**src/rtl/mem_stream_reader_if.sv**
```systemverilog
// Memory read bus plus the character stream toward the LCD writer.
// The reader drives the master side; memory and LCD writer sit on the slave side.
interface mem_stream_reader_if #(
    parameter int unsigned ADDR_W = 5,
    parameter int unsigned DATA_W = 8
);
    logic [ADDR_W-1:0] mem_addr;
    logic [1:0]        mem_rw;
    logic [DATA_W-1:0] mem_save;
    logic [DATA_W-1:0] out_data;
    logic              out_valid;
    logic              out_ready;

    modport master (
        output mem_addr, mem_rw, out_data, out_valid,
        input  mem_save, out_ready
    );

    modport slave (
        input  mem_addr, mem_rw, out_data, out_valid,
        output mem_save, out_ready
    );
endinterface

```
**src/rtl/mem_stream_reader.sv**
```systemverilog
// Read-side sequencer for the 16x8 character memory: reads one frame of bytes
// and hands each to the LCD character writer over valid/ready, one at a time.
module mem_stream_reader #(
    parameter int unsigned ADDR_W     = 5,
    parameter int unsigned DATA_W     = 8,
    parameter int unsigned FIRST_ADDR = 0,
    parameter int unsigned LAST_ADDR  = 15,
    parameter int unsigned NUL_STOP   = 1
) (
    input  logic                    clk,
    input  logic                    rst,
    input  logic                    start,
    input  logic                    loop_en,
    input  logic                    abort,
    mem_stream_reader_if.master     bus,
    output logic                    busy,
    output logic                    done
);
    typedef enum logic [2:0] {
        S_IDLE    = 3'd0,
        S_ISSUE   = 3'd1,
        S_CAPTURE = 3'd2,
        S_PRESENT = 3'd3,
        S_FINISH  = 3'd4
    } state_t;

    localparam logic [1:0] RW_READ = 2'b11;
    localparam logic [1:0] RW_NONE = 2'b00;
    localparam logic [ADDR_W-1:0] A_FIRST = ADDR_W'(FIRST_ADDR);
    localparam logic [ADDR_W-1:0] A_LAST  = ADDR_W'(LAST_ADDR);

    state_t            state_q, state_d;
    logic [ADDR_W-1:0] addr_q, addr_d;
    logic [1:0]        rw_q, rw_d;
    logic [DATA_W-1:0] data_q, data_d;
    logic              valid_q, valid_d;
    logic              done_q, done_d;
    logic              busy_q;

    always_ff @(posedge clk or negedge rst) begin
        if (!rst) begin
            state_q <= S_IDLE;
            addr_q  <= '0;
            rw_q    <= RW_NONE;
            data_q  <= '0;
            valid_q <= 1'b0;
            done_q  <= 1'b0;
            busy_q  <= 1'b0;
        end else begin
            state_q <= state_d;
            addr_q  <= addr_d;
            rw_q    <= rw_d;
            data_q  <= data_d;
            valid_q <= valid_d;
            done_q  <= done_d;
            busy_q  <= (state_d != S_IDLE);
        end
    end

    always_comb begin
        state_d = state_q;
        addr_d  = addr_q;
        rw_d    = rw_q;
        data_d  = data_q;
        valid_d = valid_q;
        done_d  = 1'b0;

        // abort overrides every other event in every state
        if (abort) begin
            valid_d = 1'b0;
            rw_d    = RW_NONE;
            state_d = S_IDLE;
        end else begin
            unique case (state_q)
                S_IDLE: begin
                    if (start) begin
                        addr_d  = A_FIRST;
                        rw_d    = RW_READ;
                        state_d = S_ISSUE;
                    end
                end
                S_ISSUE: begin
                    rw_d    = RW_READ;
                    state_d = S_CAPTURE;
                end
                S_CAPTURE: begin
                    data_d = bus.mem_save;
                    rw_d   = RW_NONE;
                    if ((NUL_STOP != 0) && (bus.mem_save == '0)) begin
                        state_d = S_FINISH;
                    end else begin
                        valid_d = 1'b1;
                        state_d = S_PRESENT;
                    end
                end
                S_PRESENT: begin
                    if (bus.out_ready) begin
                        valid_d = 1'b0;
                        if (addr_q == A_LAST) begin
                            state_d = S_FINISH;
                        end else begin
                            addr_d  = addr_q + 1'b1;
                            rw_d    = RW_READ;
                            state_d = S_ISSUE;
                        end
                    end
                end
                S_FINISH: begin
                    done_d = 1'b1;
                    if (loop_en) begin
                        addr_d  = A_FIRST;
                        rw_d    = RW_READ;
                        state_d = S_ISSUE;
                    end else begin
                        rw_d    = RW_NONE;
                        state_d = S_IDLE;
                    end
                end
                default: begin
                    rw_d    = RW_NONE;
                    valid_d = 1'b0;
                    state_d = S_IDLE;
                end
            endcase
        end
    end

    assign bus.mem_addr  = addr_q;
    assign bus.mem_rw    = rw_q;
    assign bus.out_data  = data_q;
    assign bus.out_valid = valid_q;
    assign busy          = busy_q;
    assign done          = done_q;
endmodule

```
**src/flat_wrapper.sv**
```systemverilog
// flat-port wrapper written by rule: the top's interface ports become plain ports
module mem_stream_reader_flat 
#(
    parameter int unsigned ADDR_W     = 5,
    parameter int unsigned DATA_W     = 8,
    parameter int unsigned FIRST_ADDR = 0,
    parameter int unsigned LAST_ADDR  = 15,
    parameter int unsigned NUL_STOP   = 1
)
  (clk, rst, start, loop_en, abort, busy, done, bus_mem_addr, bus_mem_rw, bus_out_data, bus_out_valid, bus_mem_save, bus_out_ready);
  mem_stream_reader_if #(.ADDR_W(ADDR_W), .DATA_W(DATA_W)) bus_i ();
  input  logic clk;
  input  logic rst;
  input  logic start;
  input  logic loop_en;
  input  logic abort;
  output logic busy;
  output logic done;
  output wire logic [$bits(bus_i.mem_addr)-1:0] bus_mem_addr;
  output wire logic [$bits(bus_i.mem_rw)-1:0] bus_mem_rw;
  output wire logic [$bits(bus_i.out_data)-1:0] bus_out_data;
  output wire logic [$bits(bus_i.out_valid)-1:0] bus_out_valid;
  input wire logic [$bits(bus_i.mem_save)-1:0] bus_mem_save;
  input wire logic [$bits(bus_i.out_ready)-1:0] bus_out_ready;
  assign bus_mem_addr = bus_i.mem_addr;
  assign bus_mem_rw = bus_i.mem_rw;
  assign bus_out_data = bus_i.out_data;
  assign bus_out_valid = bus_i.out_valid;
  assign bus_i.mem_save = bus_mem_save;
  assign bus_i.out_ready = bus_out_ready;
  mem_stream_reader #(.ADDR_W(ADDR_W), .DATA_W(DATA_W), .FIRST_ADDR(FIRST_ADDR), .LAST_ADDR(LAST_ADDR), .NUL_STOP(NUL_STOP)) u_core (.clk(clk), .rst(rst), .start(start), .loop_en(loop_en), .abort(abort), .bus(bus_i), .busy(busy), .done(done));
endmodule
```
**config.mk**
```make
export PLATFORM = sky130hd
export DESIGN_NAME = mem_stream_reader_flat
export DESIGN_NICKNAME = d
export VERILOG_FILES = /design/src/rtl/mem_stream_reader_if.sv /design/src/rtl/mem_stream_reader.sv /design/src/flat_wrapper.sv
export SDC_FILE = /design/constraint.sdc
export NUM_CORES = 1
export LEC_CHECK = 0
export BUFFER_PORTS_ARGS = -buffer_cell sky130_fd_sc_hd__buf_2
export CELL_PAD_IN_SITES_DETAIL_PLACEMENT = 2
export CELL_PAD_IN_SITES_GLOBAL_PLACEMENT = 2
export CORE_MARGIN = 2
export CORE_UTILIZATION = 30
export DETAILED_ROUTE_END_ITERATION = 10
export GPL_TIMING_DRIVEN = 0
export PLACE_DENSITY = 0.73
export SYNTH_ARGS = -nofsm -noshare
export SYNTH_HDL_FRONTEND = slang
export SYNTH_SLANG_ARGS = --single-unit
```
**constraint.sdc**
```tcl
create_clock -name clk -period 2.2 [get_ports clk]
set_input_delay 0.11 -clock clk [delete_from_list [all_inputs] [get_ports clk]]
set_output_delay 0.11 -clock clk [all_outputs]
set_load 0.02 [all_outputs]
```
Word-level counts from Yosys, hierarchy flattened --
Index checks and enable logic that the tools add are counted.
Storage, ports and cells: register bits 21
Cells by class: add/sub/neg operators 1, equality and inequality tests 14, multiplexer cells 24, bitwise gates (word level) 1, reductions and logical operators 9
Operators with widths (count):
- 5-bit two-way mux | 4
- 3-bit two-way mux | 5
- 3-bit one-hot mux with 5 select lines | 1
- 5-bit one-hot mux with 3 select lines | 1
- 3-bit != test (second input constant) | 4
- 2-bit two-way mux | 5
- 8-bit zero test | 1
- 2-bit != test (second input constant) | 4
- 2-bit one-hot mux with 4 select lines | 1
- 3-bit by 2-bit == test with 1-bit output (second input constant) | 2
- 1-bit two-way mux | 6
- 3-bit AND reduction | 2
- 6-bit AND reduction | 1
- 3-bit nonzero test | 2
- 5-bit by 1-bit adder with 5-bit output (second input constant) | 1
- 5-bit by 4-bit == test with 1-bit output (second input constant) | 1
- 3-bit by 1-bit == test with 1-bit output (second input constant) | 1
- 3-bit == test (second input constant) | 1
- 3-bit zero test | 1
- 1-bit one-hot mux with 3 select lines | 1
- 3-bit OR reduction | 1
- 2-bit by 1-bit != test with 1-bit output (second input constant) | 1
- 2-bit AND reduction | 1
- 1-bit NOT | 1

Depth between registers and ports, before layout --
Gate-level depths: netlist (run 1).
depth in word-level cells 6, gate-level depth with buffers 8, gate-level depth less buffers 8

Worst setup path before layout (run 1) --
No wires, ideal clock.
path type register to register, from register u_core.addr_q[0], in the netlist u_core.bus.mem_addr[0], to register u_core.addr_q[2], in the netlist u_core.bus.mem_addr[2], library setup time 131 ps, arrival 1869 ps, data required time 2069 ps, slack 199 ps, cell stages (with the launch flop) 9, buffers on the path 0, period minus slack after synthesis 2001 ps, path through dfrtp_1 -> ha_1 -> and3_1 -> ha_1 -> nand2b_1 -> a31oi_2 -> o221ai_4 -> o21ai_1 -> o41ai_2
On the way: longest elaborated chain between the ends 4, elaborated cells between the ends (all ways) 7, those cells by class 1 x add/sub; 2 x eq/ne; 3 x mux; 1 x reduce/logical
Ends and longest elaborated chain:
- start, declared | line mem_stream_reader.sv:33 | logic [ADDR_W-1:0] addr_q, addr_d;
- start signal, assigned | line mem_stream_reader.sv:51 | addr_q <= addr_d;
- 5-bit by 1-bit adder with 5-bit output | line mem_stream_reader.sv:102 | addr_d = addr_q + 1'b1;
- 5-bit two-way mux | line mem_stream_reader.sv:99 | if (addr_q == A_LAST) begin
- 5-bit two-way mux | line mem_stream_reader.sv:97 | if (bus.out_ready) begin
- 5-bit one-hot mux with 3 select lines | line mem_stream_reader.sv:74 | unique case (state_q)
Parallel ways exist; a longest one is shown, timed or not. The select of a mux whose other input is x is not followed. A chain may end at the register's enable or synchronous reset.

Final worst setup path (run 1) --
Ends and elaborated chain as after synthesis.

==> impl_metrics.py, run 1 <==
metrics = {
    "pwr": {
        "p_switching_uw": 392,
        "power.share.combinational_pct": 32.5,
        "pwr-share-seq_pct": 41.9,
        "power_density_mw_per_mm2": 916,
        "clkPwrFrac_pct": 25.7,
        "irDropWorstVdd_mv": 0.412,
        "sw_frac_of_total_pct": 33.1,
        "cellLeakagePower_nw": 0.614,
        "intPower_uw": 793,
    },
    "clocking": {
        "postCtsSetupBuffers": 0,
        "clock_latency_ns": 0.31,
        "cts_num_sinks": 20,
        "path_clk_slew_ns": 0.12,
        "root_buffer": "clkbuf_4",
        "clockBufferDepth": 2,
        "cts_buffers": 3,
        "htree_levels": 1,
        "cts_tree": "yes",
    },
    "synthesis": {
        "netlist_area_sq_mm": 0.00101,
        "synth_edf_count": 0,
        "synthArstFlopShare_pct": 100,
        "synth.largest_area_cell": "dfrtp_1",
        "synthFlopType": "dfrtp_1",
        "synth_top_area_share_pct": 49.6,
        "ys_ff_latch": 20,
        "yosys_warnings": 0,
        "ys_seq_area_share_pct": 49.6,
        "postSynthCellCount": 91,
        "syn_nets": 107,
        "synth.avg_cell_area_sq_um": 11.1,
        "synth_cell_types": 31,
        "ys_top_cells_by_area": "dfrtp_1 50%, mux2_2 10%, a21oi_1 3.0%, nand2_1 2.6%, o221ai_4 2.6%",
    },
    "floorplanning": {
        "rows": 21,
        "start_util_pct": 30.7,
        "core_sq_mm": 0.00328,
        "num_io_pins": 32,
        "chipWidth_microns": 62.0,
        "fp.dieH_microns": 62.0,
        "die-area_sq_mm": 0.00385,
    },
    "critical_path": {
        "cp_slowest_cell": "dfrtp_1",
        "cp-start-kind": "flop",
        "path_buf_inv": 0,
        "path_common_cell": "ha_1",
        "max_stage_delay_ns": 0.45,
        "path_max_fanout": 9,
        "path_delay_family": "compound AO/OA/AOI/OAI gates",
        "path_class": "flop to flop",
        "cp.required_ns": 2.40,
        "crit_path_cell_trace": "ha_1, and3_1, ha_1, nand2b_1, a31oi_4, o221ai_4, o21ai_1, o41ai_2",
        "end_kind": "flop",
        "arrival_ns": 2.25,
    },
    "cells_and_area": {
        "drive_gt1_share_pct": 44.9,
        "antenna_cells": 0,
        "nets": 144,
        "area_growth_pct": 28.1,
    },
    "place": {
        "gp_congestion": 0.782,
        "hpwlAfterDp_microns": 1860,
        "io_buffers": 31,
    },
    "route": {
        "initialDrtViolationCount": 18,
        "ant_nets": 0,
        "remaining_drc_errors": 0,
        "firstDrtPassIters": 3,
        "viasPerCell": 4.69,
        "routed.top_layer": "met4",
        "vias": 812,
        "met1Wirelength_microns": 1070,
        "drt-total-wl_microns": 2410,
        "met3_length_microns": 55,
        "met2_length_microns": 1270,
        "routedWlPerCell_microns": 13.9,
    },
    "sta": {
        "skew_ns": 0.00326,
        "drv_slew": 0,
        "max_freq_ghz": 0.488,
        "hold-worst-slack_ns": 0.0456,
        "finalSetupViolations": 0,
        "hold_violations": 0,
        "fin_crit_sh_pct": 93.1,
        "max_slew.worst_pin.slew_ns": 0.465,
        "rsz0062_at_grt": "no",
        "fin_crit_ns": 2.05,
        "tns_ns": 0,
        "max_slew_margin_pct": 69.0,
    },
    "global_routing": {
        "grt_pass1_wl_microns": 4180,
        "track_usage_pct": 15.1,
        "overflow": 0,
        "grt_max_degree": 21,
        "antenna_found_initial": 0,
        "grt_pass1_vias": 860,
    },
    "run": {
        "maxCapViolCount": 0,
    },
    "run_status": {
        "outcome": "complete, no violations",
    },
    "hold_path": {
        "holdCritPathClass": "input port to flop",
    },
}
-- routing by layer --
| metal | global-route usage (%) | vias up |
|---|---|---|
| met5 | 0 | - |
| met4 | 7.29 | 0 |
| met3 | 1.86 | 2 |
| met2 | 24.6 | 10 |
| met1 | 19.8 | 398 |
| li1 | - | 402 |
-- power groups by stage --
stage	combinational (mW)	clock [mW]	sequential, mW
3_5_place_dp	0.387	0	0.506
2_1_floorplan	0.145	0	0.605
4_1_cts	0.390	0.323	0.498
6_report	0.385	0.304	0.496
5_1_grt	0.421	0.334	0.512
3_3_place_gp	0.381	0	0.502
-- stage by stage --
stage / power, mW / cell area, sq um / setup slack [ns] / util (%) / instances
finish: 1.19 / 1290 / 0.151 / 39.4 / 173
global route: 1.27 / 1290 / 0.00194 / 39.4 / 173
CTS: 1.21 / 1280 / 0.0850 / 39.1 / 173
detailed placement: 0.893 / 1220 / 0.107 / 37.2 / 168
global placement: 0.884 / 1220 / 0.138 / 37.2 / 168
floorplan: 0.750 / 1010 / 0.199 / - / 91
-- cell type report --
cell class	count	area [sq um]
Multi-Input combinational cell	63	469
Fill cell	372	1990
Sequential cell	20	500
Clock inverter	1	30.0
Inverter	5	18.8
Clock buffer	3	22.5
Tap cell	46	57.6
Buffer	3	30.0
Timing Repair Buffer	32	165
-- flip-flops by register name (all words and copies together) (netlist names) --
register	count
u_core.bus.mem_addr	5
u_core.bus.mem_rw	1
u_core.bus.out_data	8
u_core.bus.out_valid	1
u_core.busy	1
u_core.done	1
u_core.state_q	3
-- layout by cell type, fill, tap and decap left out, types with 2 or more instances in the layout --
| master | n |
|---|---|
| buf_2 | 31 |
| dfrtp_1 | 20 |
| mux2_2 | 9 |
| nand2_1 | 7 |
| a21oi_1 | 6 |
| nor2_1 | 5 |
| inv_1 | 4 |
| nand3_1 | 4 |
| o21ai_0 | 4 |
| nor4_1 | 3 |
| a31oi_1 | 3 |
| clkbuf_4 | 3 |
| and3_1 | 2 |
| buf_6 | 2 |
| nand2b_1 | 2 |
| nor3_1 | 2 |
| ha_1 | 2 |
-- cell usage after synthesis, types with 2 or more instances --
cell type,number
mux2_2,9
nand2_1,7
nor3_1,2
a21oi_1,6
and3_1,2
nand3_1,4
nor2_1,5
buf_6,2
nand2b_1,2
a31oi_1,3
dfrtp_1,20
o21ai_0,4
ha_1,2
inv_1,4
nor4_1,3
-- final timing paths --
kind	depth (start not counted)	end	slack, ns	start
max in group asynchronous	2	u_core.state_q[1]	1.61	rst
worst max-delay path	8	u_core.bus.mem_addr[2]	0.15	u_core.bus.mem_addr[0]
worst min register to register	1	u_core.bus.out_data[1]	0.52	u_core.bus.out_data[1]
worst max register to register	8	u_core.bus.mem_addr[2]	0.15	u_core.bus.mem_addr[0]
min in group asynchronous	2	u_core.bus.out_data[5]	0.28	rst
worst min-delay path	2	u_core.bus.out_data[0]	0.05	bus_mem_save[0]
-- cells by family after synthesis --
| family | count (synthesis) | share of synthesized area [%] |
|---|---|---|
| compound gates | 22 | 17.2 |
| flops | 20 | 49.6 |
| mux | 9 | 10.0 |
| buf+inv | 8 | 4.83 |
| simple gates | 30 | 15.9 |
| fa+ha+maj | 2 | 2.48 |
-- timing repair --
item,CTS,global route
hold endpoints to repair,20,0
setup endpoints to repair,0,1
resized for setup,0,1
hold buffers,1,0
Note: power is estimated with default switching activity, not from simulation.
==> inputs of run 2 (changes only) <==
==> constraint.sdc (replaced) <==
create_clock -name clk -period 2.2 [get_ports clk]
set_input_delay 0.44 -clock clk [delete_from_list [all_inputs] [get_ports clk]]
set_output_delay 0.44 -clock clk [all_outputs]
set_load 0.02 [all_outputs]
==> run 2 against run 1 <==
Net effect: register-to-register slack barely moved; count of clock-buffer cells in the layout did not move; critical path depth did not move; utilization fell by 0.30 points; combinational power barely moved; cell count fell by 0.58%; critical path type unchanged.
==> impl_metrics.py, run 2 (same netlist as run 1, synthesis figures left out) <==
metrics = {
    "sta": {
        "drv_slew": 0,
        "hold_violations": 0,
        "max_freq_ghz": 0.488,
        "finalSetupViolations": 0,
        "fin_crit_ns": 2.05,
        "hold-worst-slack_ns": 0.0685,
        "skew_ns": 0.00326,
        "worst_slack_ns": 0.151,
        "max_slew_margin_pct": 68.7,
        "tns_ns": 0,
        "fin_crit_sh_pct": 93.1,
        "rsz0062_at_grt": "no",
        "max_slew.worst_pin.slew_ns": 0.469,
    },
    "critical_path": {
        "path_max_fanout": 9,
        "reg2reg_slack_ns": 0.15,
        "critPathLaunch": "u_core.bus.mem_addr[0]",
        "arrival_ns": 2.25,
        "endpoint": "u_core.bus.mem_addr[2]",
        "end_kind": "flop",
        "cp.required_ns": 2.40,
        "r2r-end": "u_core.bus.mem_addr[2]",
        "reg2reg_depth": 8,
        "r2r_start": "u_core.bus.mem_addr[0]",
        "cp-start-kind": "flop",
        "path_class": "flop to flop",
    },
    "floorplanning": {
        "fp.dieH_microns": 62.0,
        "chipWidth_microns": 62.0,
        "core_sq_mm": 0.00328,
        "rows": 21,
        "start_util_pct": 30.7,
        "num_io_pins": 32,
        "die-area_sq_mm": 0.00385,
    },
    "route": {
        "viasPerCell": 4.72,
        "remaining_drc_errors": 0,
        "ant_nets": 0,
        "firstDrtPassIters": 3,
        "initialDrtViolationCount": 17,
        "routedWlPerCell_microns": 14.0,
        "drt-total-wl_microns": 2410,
        "vias": 811,
    },
    "cells_and_area": {
        "antenna_cells": 0,
        "nets": 143,
        "multi_input_area_sq_um": 469,
        "mostFrequentLayoutCell": "buf_2",
        "utilization_pct": 39.1,
        "layout_common_cells": "31 x buf_2, 20 x dfrtp_1, 9 x mux2_2",
        "fillers": 374,
        "largest_reg_flops": 8,
        "regArea_sq_um": 500,
        "drive_gt1_share_pct": 45.2,
        "stdcell_count": 172,
        "design_area_sq_mm": 0.00128,
        "area_growth_pct": 27.1,
    },
    "place": {
        "placedInstanceArea_sq_mm": 0.00122,
        "pre_cts_ws_ns": 0.107,
        "io_buffers": 31,
        "hpwlAfterDp_microns": 1860,
        "gp_congestion": 0.782,
        "dpl.cell_count": 168,
    },
    "clocking": {
        "clockBufferDepth": 2,
        "cts_num_sinks": 20,
        "cts_tree": "yes",
        "ctsHoldBuffers": 0,
        "cts_buffers": 3,
        "postCtsSetupBuffers": 0,
        "cts_resized": 0,
        "htree_levels": 1,
        "root_buffer": "clkbuf_4",
        "path_clk_slew_ns": 0.12,
        "clock_latency_ns": 0.31,
    },
    "global_routing": {
        "grt_max_degree": 21,
        "overflow": 0,
        "grt_pass1_vias": 860,
        "track_usage_pct": 15.1,
        "grt_pass1_wl_microns": 4180,
        "antenna_found_initial": 0,
    },
    "pwr": {
        "cellLeakagePower_nw": 0.609,
        "power_mw": 1.18,
        "power_density_mw_per_mm2": 922,
        "irDropWorstVdd_mv": 0.412,
    },
    "run_status": {
        "outcome": "complete, no violations",
    },
    "hold_path": {
        "holdCritPathClass": "input port to asynchronous set/reset pin",
    },
    "run": {
        "maxCapViolCount": 0,
    },
}
-- run 2: layout make-up --
type	count	share of cell area, %
multi-input combinational	63	36.5
timing repair buffer	31	12.1
clock buffer	3	1.75
buffer	3	2.34
clock inverter	1	2.34
inverter	5	1.46
tap	46	4.48
sequential	20	39.0
-- run 2: critical path: stages (launching register included) --
cell and delay (ns):
dfrtp_1 0.45, ha_1 0.24, and3_1 0.15, ha_1 0.20, nand2b_1 0.20, a31oi_4 0.24
o221ai_4 0.18, o21ai_1 0.20, o41ai_2 0.09
-- run 2: power breakdown --
group / total (mW) / internal (mW) / switching, mW
clock network: 0.304 / 0.184 / 0.120
logic: 0.384 / 0.157 / 0.227
registers: 0.496 / 0.451 / 0.0448
total: 1.18 / 0.792 / 0.392
-- run 2: how the worst min path moves through the flow --
stage / to / from / slack (ns) / cells after the start
after floorplan: u_core.bus.mem_addr[0] / rst / 0.14 / 0
after global placement: u_core.bus.out_data[5] / rst / 0.43 / 1
after detailed placement: u_core.bus.out_data[5] / rst / 0.42 / 1
after CTS: u_core.bus.out_data[5] / rst / 0.06 / 1
after global routing: u_core.bus.out_data[5] / rst / 0.06 / 1
final: u_core.bus.out_data[5] / rst / 0.07 / 1
-- run 2: metal layers --
layer / up-vias / track usage, % / share of wire [%] / wire (microns)
li1: 400 / - / - / -
met1: 399 / 19.8 / 44 / 1060
met2: 10 / 24.6 / 53 / 1270
met3: 2 / 1.86 / 2.4 / 58
met4: 0 / 7.29 / 0.91 / 22
met5: - / 0 / 0 / 0
==> inputs of run 3 (changes only) <==
--- a/config.mk
+++ b/config.mk
@@ -14,2 +14,3 @@
 export GPL_TIMING_DRIVEN = 0
+export MAX_ROUTING_LAYER = met4
 export PLACE_DENSITY = 0.73
==> constraint.sdc (replaced) <==
create_clock -name clk -period 2.2 [get_ports clk]
set_input_delay 0.22 -clock clk [delete_from_list [all_inputs] [get_ports clk]]
set_output_delay 0.22 -clock clk [all_outputs]
set_load 0.02 [all_outputs]
==> run 3 against run 2 <==
Net effect: combinational power hardly changed; worst setup slack hardly changed; highest routed layer unchanged; fmax barely moved; routed wire length barely moved; largest cell class unchanged.
==> impl_metrics.py, run 3 (same netlist as run 1, synthesis figures left out) <==
metrics = {
    "sta": {
        "skew_ns": 0.00332,
        "drv_slew": 0,
        "fin_crit_sh_pct": 93.1,
        "worst_slack_ns": 0.151,
        "fin_crit_ns": 2.05,
        "hold_violations": 0,
        "finalSetupViolations": 0,
        "rsz0062_at_grt": "no",
        "tns_ns": 0,
        "max_freq_ghz": 0.488,
        "max_slew.worst_pin.slew_ns": 0.465,
        "hold-worst-slack_ns": 0.156,
        "max_slew_margin_pct": 69.0,
    },
    "hold_path": {
        "min_from": "bus_mem_save[0]",
        "holdCritPathClass": "input port to flop",
    },
    "run_status": {
        "outcome": "complete, no violations",
    },
    "critical_path": {
        "cp_slowest_cell": "dfrtp_1",
        "path_max_fanout": 9,
        "cp-start-kind": "flop",
        "path_common_cell": "ha_1",
        "arrival_ns": 2.25,
        "crit_path_cell_trace": "ha_1, and3_1, ha_1, nand2b_1, a31oi_4, o221ai_4, o21ai_1, o41ai_2",
        "path_class": "flop to flop",
        "max_stage_delay_ns": 0.45,
        "critPathLaunch": "u_core.bus.mem_addr[0]",
        "end_kind": "flop",
        "r2r_start": "u_core.bus.mem_addr[0]",
        "cp.required_ns": 2.40,
    },
    "cells_and_area": {
        "utilization_pct": 39.4,
        "nets": 144,
        "antenna_cells": 0,
        "stdcell_count": 173,
        "mostFrequentLayoutCell": "buf_2",
        "area_growth_pct": 28.1,
        "largest_reg_flops": 8,
        "layout_common_cells": "31 x buf_2, 20 x dfrtp_1, 9 x mux2_2",
        "design_area_sq_mm": 0.00129,
        "drive_gt1_share_pct": 44.9,
    },
    "floorplanning": {
        "core_sq_mm": 0.00328,
        "start_util_pct": 30.7,
        "rows": 21,
        "die-area_sq_mm": 0.00385,
        "fp.dieH_microns": 62.0,
        "chipWidth_microns": 62.0,
        "num_io_pins": 32,
    },
    "place": {
        "placedInstanceArea_sq_mm": 0.00122,
        "io_buffers": 31,
        "hpwlAfterDp_microns": 1860,
        "dpl.cell_count": 168,
        "gp_congestion": 0.792,
        "pre_cts_ws_ns": 0.107,
    },
    "clocking": {
        "path_clk_slew_ns": 0.12,
        "htree_levels": 1,
        "cts_tree": "yes",
        "clock_latency_ns": 0.31,
        "cts_num_sinks": 20,
        "postCtsSetupBuffers": 0,
        "root_buffer": "clkbuf_4",
        "cts_buffers": 3,
        "clockBufferDepth": 2,
    },
    "run": {
        "maxCapViolCount": 0,
    },
    "global_routing": {
        "track_usage_pct": 15.6,
        "grt_max_degree": 21,
        "overflow": 0,
        "antenna_found_initial": 0,
        "grt_pass1_vias": 859,
        "grt_pass1_wl_microns": 4200,
    },
    "route": {
        "remaining_drc_errors": 0,
        "viasPerCell": 4.71,
        "initialDrtViolationCount": 15,
        "firstDrtPassIters": 3,
        "vias": 815,
        "drt-total-wl_microns": 2410,
        "routedWlPerCell_microns": 13.9,
        "ant_nets": 0,
    },
    "pwr": {
        "power_mw": 1.19,
        "power_density_mw_per_mm2": 916,
        "irDropWorstVdd_mv": 0.412,
        "cellLeakagePower_nw": 0.614,
    },
}
## run 3: routing by layer
layer  vias to the layer above  share of wire, %  routed length (microns)  global-route usage [%]
met1                       401                44                     1060                    20.1
met5                         -                 0                        0                       -
li1                        402                 -                        -                       -
met3                         2               2.3                       55                    1.86
met2                        10                53                     1270                    24.4
met4                         0              0.91                       22                    7.29
## run 3: layout make-up
| type | instances | area, sq um |
|---|---|---|
| Clock buffer | 3 | 22.5 |
| Buffer | 3 | 30.0 |
| Fill cell | 372 | 1990 |
| Tap cell | 46 | 57.6 |
| Sequential cell | 20 | 500 |
| Clock inverter | 1 | 30.0 |
| Timing Repair Buffer | 32 | 165 |
| Multi-Input combinational cell | 63 | 469 |
| Inverter | 5 | 18.8 |
## run 3: worst paths after layout
kind                                           to  slack [ns]  cells after the start
max                        u_core.bus.mem_addr[2]        0.15                      8
min                        u_core.bus.out_data[0]        0.16                      2
max reg2reg                u_core.bus.mem_addr[2]        0.15                      8
min reg2reg                u_core.bus.out_data[1]        0.52                      1
max in group asynchronous    u_core.bus.out_valid        1.50                      2
min in group asynchronous  u_core.bus.out_data[5]        0.39                      2
## run 3: report_power, final
group | switching, mW | total [mW] | internal, mW
combinational | 0.227 | 0.385 | 0.158
clock | 0.120 | 0.304 | 0.184
sequential | 0.0447 | 0.496 | 0.451
## run 3: what timing repair did
| item | CTS | global route |
|---|---|---|
| setup endpoints to repair | 0 | 1 |
| resized for setup | 0 | 1 |
| hold buffers | 1 | 0 |
| hold endpoints to repair | 20 | 0 |
## run 3: worst max-delay path, delay by kind of cell (launching register included)
family | cells | cell delay (ns)
AO/OA/AOI/OAI | 4 | 0.71
AND/OR/NAND/NOR | 2 | 0.35
flip-flops | 1 | 0.45
adder cells (fa/ha/maj) | 2 | 0.44
